### src/rtl/matrix_scan_ctrl_pkg.sv
// rtl/matrix_scan_ctrl_pkg.sv - shared types and sizes for the LED matrix scan controller
// Purpose: matrix geometry, row/frame storage types and scan FSM state encoding.
// Ports: none (package).
package matrix_pkg;

  localparam int MATRIX_ROWS = 8;
  localparam int MATRIX_COLS = 8;

  typedef logic [MATRIX_COLS-1:0] row_t;
  typedef row_t [MATRIX_ROWS-1:0] frame_t;

  typedef enum logic {
    BLANK = 1'b0,
    ON    = 1'b1
  } scan_state_t;

endpackage

### src/rtl/matrix_scan_ctrl_if.sv
// rtl/matrix_scan_ctrl_if.sv - game-logic / pin-side bundle of the matrix scan controller
// Purpose: groups frame writes, swap handshake, blink tick and scan outputs.
// Ports (master drives -> slave receives):
//   wr_en, wr_plane, wr_row, wr_data : one-row-per-cycle buffer writes (plane 0 = pixels, 1 = blink)
//   swap_req / swap_ack               : request and acknowledge of front := back at frame boundary
//   blink_tick                        : level; each rising edge toggles the blink phase
//   frame_start, row, col             : scan outputs from the controller
interface matrix_scan_ctrl_if;
  import matrix_pkg::*;

  logic       wr_en;
  logic       wr_plane;
  logic [2:0] wr_row;
  row_t       wr_data;
  logic       swap_req;
  logic       swap_ack;
  logic       blink_tick;
  logic       frame_start;
  row_t       row;
  row_t       col;

  modport master (
    output wr_en, wr_plane, wr_row, wr_data, swap_req, blink_tick,
    input  swap_ack, frame_start, row, col
  );

  modport slave (
    input  wr_en, wr_plane, wr_row, wr_data, swap_req, blink_tick,
    output swap_ack, frame_start, row, col
  );

endinterface

### src/rtl/matrix_scan_ctrl.sv
// rtl/matrix_scan_ctrl.sv - double-buffered 8x8 LED row-scan controller with blanking and blink overlay
// Purpose: scans the front buffer row by row (BLANK then ON per row), copies back -> front
//          at the frame boundary on request, and masks blinking pixels by the blink phase.
// Ports:
//   clk  : system clock
//   rst  : synchronous reset, active-high
//   bus  : matrix_scan_ctrl_if.slave (writes, swap handshake, blink tick, row/col/frame_start)
module matrix_scan_ctrl
  import matrix_pkg::*;
#(
  parameter int DWELL_CYCLES = 27000,
  parameter int BLANK_CYCLES = 270
) (
  input logic              clk,
  input logic              rst,
  matrix_scan_ctrl_if.slave bus
);

  localparam int CNT_MAX = (DWELL_CYCLES > BLANK_CYCLES) ? DWELL_CYCLES : BLANK_CYCLES;
  localparam int CNT_W   = $clog2(CNT_MAX + 1);
  localparam int IDX_W   = $clog2(MATRIX_ROWS);

  localparam logic [CNT_W-1:0] DWELL_LAST = CNT_W'(DWELL_CYCLES - 1);
  localparam logic [CNT_W-1:0] BLANK_LAST = CNT_W'(BLANK_CYCLES - 1);
  localparam logic [IDX_W-1:0] LAST_ROW   = IDX_W'(MATRIX_ROWS - 1);

  scan_state_t      r_state;
  logic [CNT_W-1:0] r_cnt;
  logic [IDX_W-1:0] r_row_idx;
  frame_t           r_front;
  frame_t           r_back;
  frame_t           r_blink;
  logic             r_blink_phase;
  logic             r_tick_prev;
  logic             r_swap_pending;
  row_t             r_row;
  row_t             r_col;
  logic             r_swap_ack;
  logic             r_frame_start;

  logic             w_last;
  scan_state_t      w_state_nxt;
  logic [CNT_W-1:0] w_cnt_nxt;
  logic [IDX_W-1:0] w_row_idx_nxt;
  logic             w_boundary;
  logic             w_copy;
  logic             w_phase_nxt;
  frame_t           w_front_nxt;
  frame_t           w_back_nxt;
  frame_t           w_blink_nxt;
  row_t             w_row_nxt;
  row_t             w_col_nxt;

  assign w_last        = (r_state == BLANK) ? (r_cnt == BLANK_LAST) : (r_cnt == DWELL_LAST);
  assign w_state_nxt   = w_last ? ((r_state == BLANK) ? ON : BLANK) : r_state;
  assign w_cnt_nxt     = w_last ? '0 : r_cnt + 1'b1;
  assign w_row_idx_nxt = (r_state == ON && w_last) ? r_row_idx + 1'b1 : r_row_idx;

  // Frame boundary is the final ON cycle of the last row; a request arriving in
  // that very cycle is honoured here rather than waiting a whole frame.
  assign w_boundary  = (r_state == ON) && w_last && (r_row_idx == LAST_ROW);
  assign w_copy      = w_boundary && (r_swap_pending || bus.swap_req);
  assign w_phase_nxt = r_blink_phase ^ (bus.blink_tick & ~r_tick_prev);

  // Copy reads r_back (pre-write), so a same-cycle write lands only in back.
  assign w_front_nxt = w_copy ? r_back : r_front;

  always_comb begin
    w_back_nxt  = r_back;
    w_blink_nxt = r_blink;
    if (bus.wr_en && !bus.wr_plane) begin
      w_back_nxt[bus.wr_row] = bus.wr_data;
    end
    if (bus.wr_en && bus.wr_plane) begin
      w_blink_nxt[bus.wr_row] = bus.wr_data;
    end
  end

  // Outputs are registered from next-cycle state so row/col always describe
  // the state the scanner is in during that same cycle.
  always_comb begin
    w_row_nxt = '0;
    w_col_nxt = '0;
    if (w_state_nxt == ON) begin
      w_row_nxt = row_t'(1) << w_row_idx_nxt;
      w_col_nxt = w_front_nxt[w_row_idx_nxt] &
                  ~(w_blink_nxt[w_row_idx_nxt] & {MATRIX_COLS{w_phase_nxt}});
    end
  end

  always_ff @(posedge clk) begin
    if (rst) begin
      r_state        <= BLANK;
      r_cnt          <= '0;
      r_row_idx      <= '0;
      r_front        <= '0;
      r_back         <= '0;
      r_blink        <= '0;
      r_blink_phase  <= 1'b0;
      r_tick_prev    <= 1'b0;
      r_swap_pending <= 1'b0;
      r_row          <= '0;
      r_col          <= '0;
      r_swap_ack     <= 1'b0;
      r_frame_start  <= 1'b0;
    end else begin
      r_state        <= w_state_nxt;
      r_cnt          <= w_cnt_nxt;
      r_row_idx      <= w_row_idx_nxt;
      r_front        <= w_front_nxt;
      r_back         <= w_back_nxt;
      r_blink        <= w_blink_nxt;
      r_blink_phase  <= w_phase_nxt;
      r_tick_prev    <= bus.blink_tick;
      r_swap_pending <= w_copy ? 1'b0 : (r_swap_pending | bus.swap_req);
      r_row          <= w_row_nxt;
      r_col          <= w_col_nxt;
      r_swap_ack     <= w_copy;
      r_frame_start  <= w_boundary;
    end
  end

  assign bus.row         = r_row;
  assign bus.col         = r_col;
  assign bus.swap_ack    = r_swap_ack;
  assign bus.frame_start = r_frame_start;

endmodule

### src/flat_wrapper.sv
// flat-port wrapper written by rule: the top's interface ports become plain ports
module matrix_scan_ctrl_flat import matrix_pkg::*;
#(
  parameter int DWELL_CYCLES = 27000,
  parameter int BLANK_CYCLES = 270
)
  (clk, rst, bus_wr_en, bus_wr_plane, bus_wr_row, bus_wr_data, bus_swap_req, bus_blink_tick, bus_swap_ack, bus_frame_start, bus_row, bus_col);
  matrix_scan_ctrl_if bus_i ();
  input logic clk;
  input logic rst;
  input wire logic [$bits(bus_i.wr_en)-1:0] bus_wr_en;
  input wire logic [$bits(bus_i.wr_plane)-1:0] bus_wr_plane;
  input wire logic [$bits(bus_i.wr_row)-1:0] bus_wr_row;
  input wire logic [$bits(bus_i.wr_data)-1:0] bus_wr_data;
  input wire logic [$bits(bus_i.swap_req)-1:0] bus_swap_req;
  input wire logic [$bits(bus_i.blink_tick)-1:0] bus_blink_tick;
  output wire logic [$bits(bus_i.swap_ack)-1:0] bus_swap_ack;
  output wire logic [$bits(bus_i.frame_start)-1:0] bus_frame_start;
  output wire logic [$bits(bus_i.row)-1:0] bus_row;
  output wire logic [$bits(bus_i.col)-1:0] bus_col;
  assign bus_i.wr_en = bus_wr_en;
  assign bus_i.wr_plane = bus_wr_plane;
  assign bus_i.wr_row = bus_wr_row;
  assign bus_i.wr_data = bus_wr_data;
  assign bus_i.swap_req = bus_swap_req;
  assign bus_i.blink_tick = bus_blink_tick;
  assign bus_swap_ack = bus_i.swap_ack;
  assign bus_frame_start = bus_i.frame_start;
  assign bus_row = bus_i.row;
  assign bus_col = bus_i.col;
  matrix_scan_ctrl #(.DWELL_CYCLES(DWELL_CYCLES), .BLANK_CYCLES(BLANK_CYCLES)) u_core (.clk(clk), .rst(rst), .bus(bus_i));
endmodule
### config.mk
export PLATFORM = sky130hd
export DESIGN_NAME = matrix_scan_ctrl_flat
export DESIGN_NICKNAME = d
export VERILOG_FILES = /design/src/rtl/matrix_scan_ctrl_pkg.sv /design/src/rtl/matrix_scan_ctrl_if.sv /design/src/rtl/matrix_scan_ctrl.sv /design/src/flat_wrapper.sv
export SDC_FILE = /design/constraint.sdc
export NUM_CORES = 1
export LEC_CHECK = 0
export ABC_AREA = 0
export BUFFER_PORTS_ARGS = -buffer_cell sky130_fd_sc_hd__buf_2
export CORE_MARGIN = 8
export CORE_UTILIZATION = 50
export DETAILED_ROUTE_END_ITERATION = 6
export GPL_TIMING_DRIVEN = 0
export PLACE_DENSITY = 0.76
export SLEW_MARGIN = 20
export SYNTH_ARGS = -nofsm -noshare
export SYNTH_HDL_FRONTEND = slang
export SYNTH_SLANG_ARGS = --single-unit
export TNS_END_PERCENT = 100
### constraint.sdc
create_clock -name clk -period 4.7 [get_ports clk]
set_clock_uncertainty 0.05 [all_clocks]
set_input_delay 0.47 -clock clk [delete_from_list [all_inputs] [get_ports clk]]
set_output_delay 0.47 -clock clk [all_outputs]
set_load 0.02 [all_outputs]
==> results.sh <==
export IMPL_leakage_nw=4.72
export IMPL_syn_nets=982
export IMPL_syn_to_final_growth_pct=12.7
export IMPL_whs_path_depth=2
export IMPL_gp_congestion=0.837
export IMPL_stdcell_count=1261
export IMPL_fin_crit_sh_pct=71.3
export IMPL_status="finished clean"
export IMPL_place_inst=1222
export IMPL_cts_sinks=232
export IMPL_yosys_register_bits=232
export IMPL_tritoncts="done"
export IMPL_final_common_cell="dfxtp_1"
export IMPL_tns_ps=0
export IMPL_max_freq_mhz=298
export IMPL_route_vias_total=7180
export IMPL_slew_viol_final=0
export IMPL_cts_root_buf="clkbuf_16"
export IMPL_numCtsBuffers=23
export IMPL_startpoint="u_core.r_cnt[6]"
export IMPL_h_tree_depth=1
export IMPL_hold_class="in -> reg"
export IMPL_first_global_vias=6813
export IMPL_rows=49
export IMPL_drt_wl_total_um=23800
export IMPL_cts_resized=0
export IMPL_r2r_start="u_core.r_cnt[6]"
export IMPL_initial_core_util_pct=51.1
export IMPL_viasPerCell=5.69
export IMPL_seq_area_frac_synth_pct=50.5
export IMPL_setup_viol=0
export IMPL_ant_nets=0
export IMPL_drc=0
export IMPL_multiInputGateArea_mm2=0.00423
export IMPL_syn_avg_cell_area_um2=9.58
export IMPL_power_density_mw_per_mm2=378
export IMPL_cts_hold_buf=0
export IMPL_synth_edf_count=0
export IMPL_synthArstFlopShare_pct=0
export IMPL_dr_pass1_iters=5
export IMPL_clkTransAtPathRegs_ps=60
export IMPL_num_io_pins=35
export IMPL_grt_use_total_pct=20.7
export IMPL_ir_drop_uv=383
export IMPL_ys_flop_type="dfxtp_1"
export IMPL_diodes=0
export IMPL_synth_area_mm2=0.00920
export IMPL_path_max_fanout=10
export IMPL_die_x_um=152
export IMPL_cap_violations=0
export IMPL_dp_hpwl_um=16200
export IMPL_ys_types=54
export IMPL_layout_drive_gt1_share_pct=11.0
export IMPL_cp_arrival_ps=3690
export IMPL_final_cell_mix="dfxtp_1, nor2_1, mux2i_1, nand2_1, buf_2"
export IMPL_grt_max_degree=14
export IMPL_dieArea_mm2=0.0230
export IMPL_wire_per_inst_um=18.9
export IMPL_cp_required_ps=5040
export IMPL_worst_slew_pin_slew_ps=921
export IMPL_fin_crit_ps=3350
export IMPL_grt_pass1_wl_um=37200
export IMPL_fp_coreArea_mm2=0.0180
export IMPL_antenna_found_initial=1
export IMPL_r2r_setup_slack_ps=1350
export IMPL_drtIter0Drc=634
export IMPL_end_kind="flip-flop"
export IMPL_portBuffers=32
export IMPL_layout_nets=1039
export IMPL_critPathKind="reg -> reg"
export IMPL_clk_latency_ps=510
export IMPL_cts_setup_buffers=0
export IMPL_die_h_um=152
export IMPL_register_area_mm2=0.00464
export IMPL_rr_endpoint="u_core.bus.col[6]"
export IMPL_synth_warnings=0
export IMPL_grt_ovfl_total=0
export IMPL_crit_path_start_kind="flip-flop"
export IMPL_timing_critical_path_to="u_core.bus.col[6]"
export IMPL_cts_max_path_buffers=3
export IMPL_hold_viol_final=0
export IMPL_rsz0062_at_grt="no"
export IMPL_fill_cells=1608
export IMPL_r2r_cells=14
export IMPL_relSlewSlack_pct=38.6
export IMPL_postSynthCellCount=961
-- logic make-up after synthesis --
group | after synthesis | synth area share [%]
buf+inv | 64 | 3.62
simple gates | 360 | 17.3
fa+ha+maj | 4 | 0.544
xor+xnor | 14 | 1.33
flops | 232 | 50.5
compound gates | 114 | 7.93
mux | 173 | 18.8
-- cell type report --
cell class,count,area share (%)
multi-input combinational,665,40.8
clock buffer,37,6.83
clock inverter,2,0.0965
tap,229,2.76
buffer,61,3.10
timing repair buffer,32,1.54
inverter,3,0.109
sequential,232,44.8
-- worst min path at each step --
stage	endpoint	startpoint	slack, ps
after global routing	u_core.r_tick_prev	bus_blink_tick	180
after floorplan	u_core.r_back[0]	u_core.r_back[0]	390
after global placement	u_core.r_back[4]	u_core.r_back[4]	390
final	u_core.r_tick_prev	bus_blink_tick	170
after CTS	u_core.r_tick_prev	bus_blink_tick	180
after detailed placement	u_core.r_back[4]	u_core.r_back[4]	400
-- metrics by stage --
stage	instance area (um2)	util, %	setup WS [ps]	hold WS, ps	power (W)
global route	10400	57.5	1170	180	0.00403
detailed placement	9650	53.5	1480	396	0.00219
CTS	10400	57.5	1440	175	0.00393
floorplan	9200	-	2240	386	0.00213
finish	10400	57.5	1350	172	0.00391
global placement	9650	53.5	1500	395	0.00219
-- power by group --
| group | total [W] | internal (W) | leakage (nW) | switching (W) |
|---|---|---|---|---|
| Clock | 0.00176 | 0.00102 | 0.356 | 0.000741 |
| Combinational | 0.000158 | 0.0000438 | 2.49 | 0.000114 |
| Sequential | 0.00199 | 0.00198 | 1.87 | 0.00000915 |
-- registers in the layout, indices dropped and copies added, names as in the netlist --
register	count
u_core.r_tick_prev	1
u_core.bus.swap_ack	1
u_core.r_blink_phase	1
u_core.r_back	64
u_core.bus.row	8
u_core.r_row_idx	3
u_core.bus.frame_start	1
u_core.r_state	1
u_core.r_cnt	15
u_core.r_swap_pending	1
u_core.r_blink	64
u_core.r_front	64
u_core.bus.col	8
-- layer usage --
metal  vias to the layer above  wire length, um  part of all wire, %  global-route usage (%)
li1                       3410                -                    -                       -
met1                      3433            10300                   43                    26.8
met2                       276            11000                   46                    33.7
met3                        59             1830                  7.7                    4.07
met4                         2              690                  2.9                    7.35
met5                         -               13                0.055                       0
-- synthesized netlist by cell type, types with 2 or more instances --
library cell | number | area [um2]
dfxtp_1 | 232 | 4640
nor2_1 | 215 | 807
mux2i_1 | 173 | 1730
nand2_1 | 53 | 199
a21oi_1 | 38 | 190
nand3_1 | 37 | 185
clkbuf_1 | 34 | 128
o22ai_1 | 32 | 200
a22oi_1 | 13 | 97.6
o21ai_1 | 13 | 65.1
and3_1 | 11 | 68.8
buf_2 | 11 | 55.1
xor2_1 | 10 | 87.6
buf_4 | 9 | 67.6
nor2b_1 | 7 | 43.8
buf_6 | 6 | 67.6
nand2b_1 | 5 | 31.3
ha_1 | 4 | 50.1
nand4_1 | 4 | 25.0
xnor2_1 | 4 | 35.0
a32oi_1 | 3 | 26.3
nand2_2 | 3 | 18.8
nor3b_1 | 3 | 22.5
a31oi_1 | 2 | 12.5
inv_1 | 2 | 7.51
nand3b_1 | 2 | 15.0
nor2_2 | 2 | 12.5
nor2_4 | 2 | 22.5
nor3_1 | 2 | 10.0
o21ai_2 | 2 | 17.5
o22a_1 | 2 | 17.5
o22ai_2 | 2 | 25.0
or2_1 | 2 | 12.5
-- critical path, cell delays in order (launching register included) --
cell	delay, ps
dfxtp_1	300
clkbuf_1	180
nor4_1	290
nand4_1	120
nand2_1	100
and3_1	150
ha_1	180
buf_6	150
nor2b_2	70
a22oi_2	520
buf_2	380
o22ai_1	160
nor2_1	260
nor2_1	80
a21o_1	230
Power figures use the tool's default switching activity.
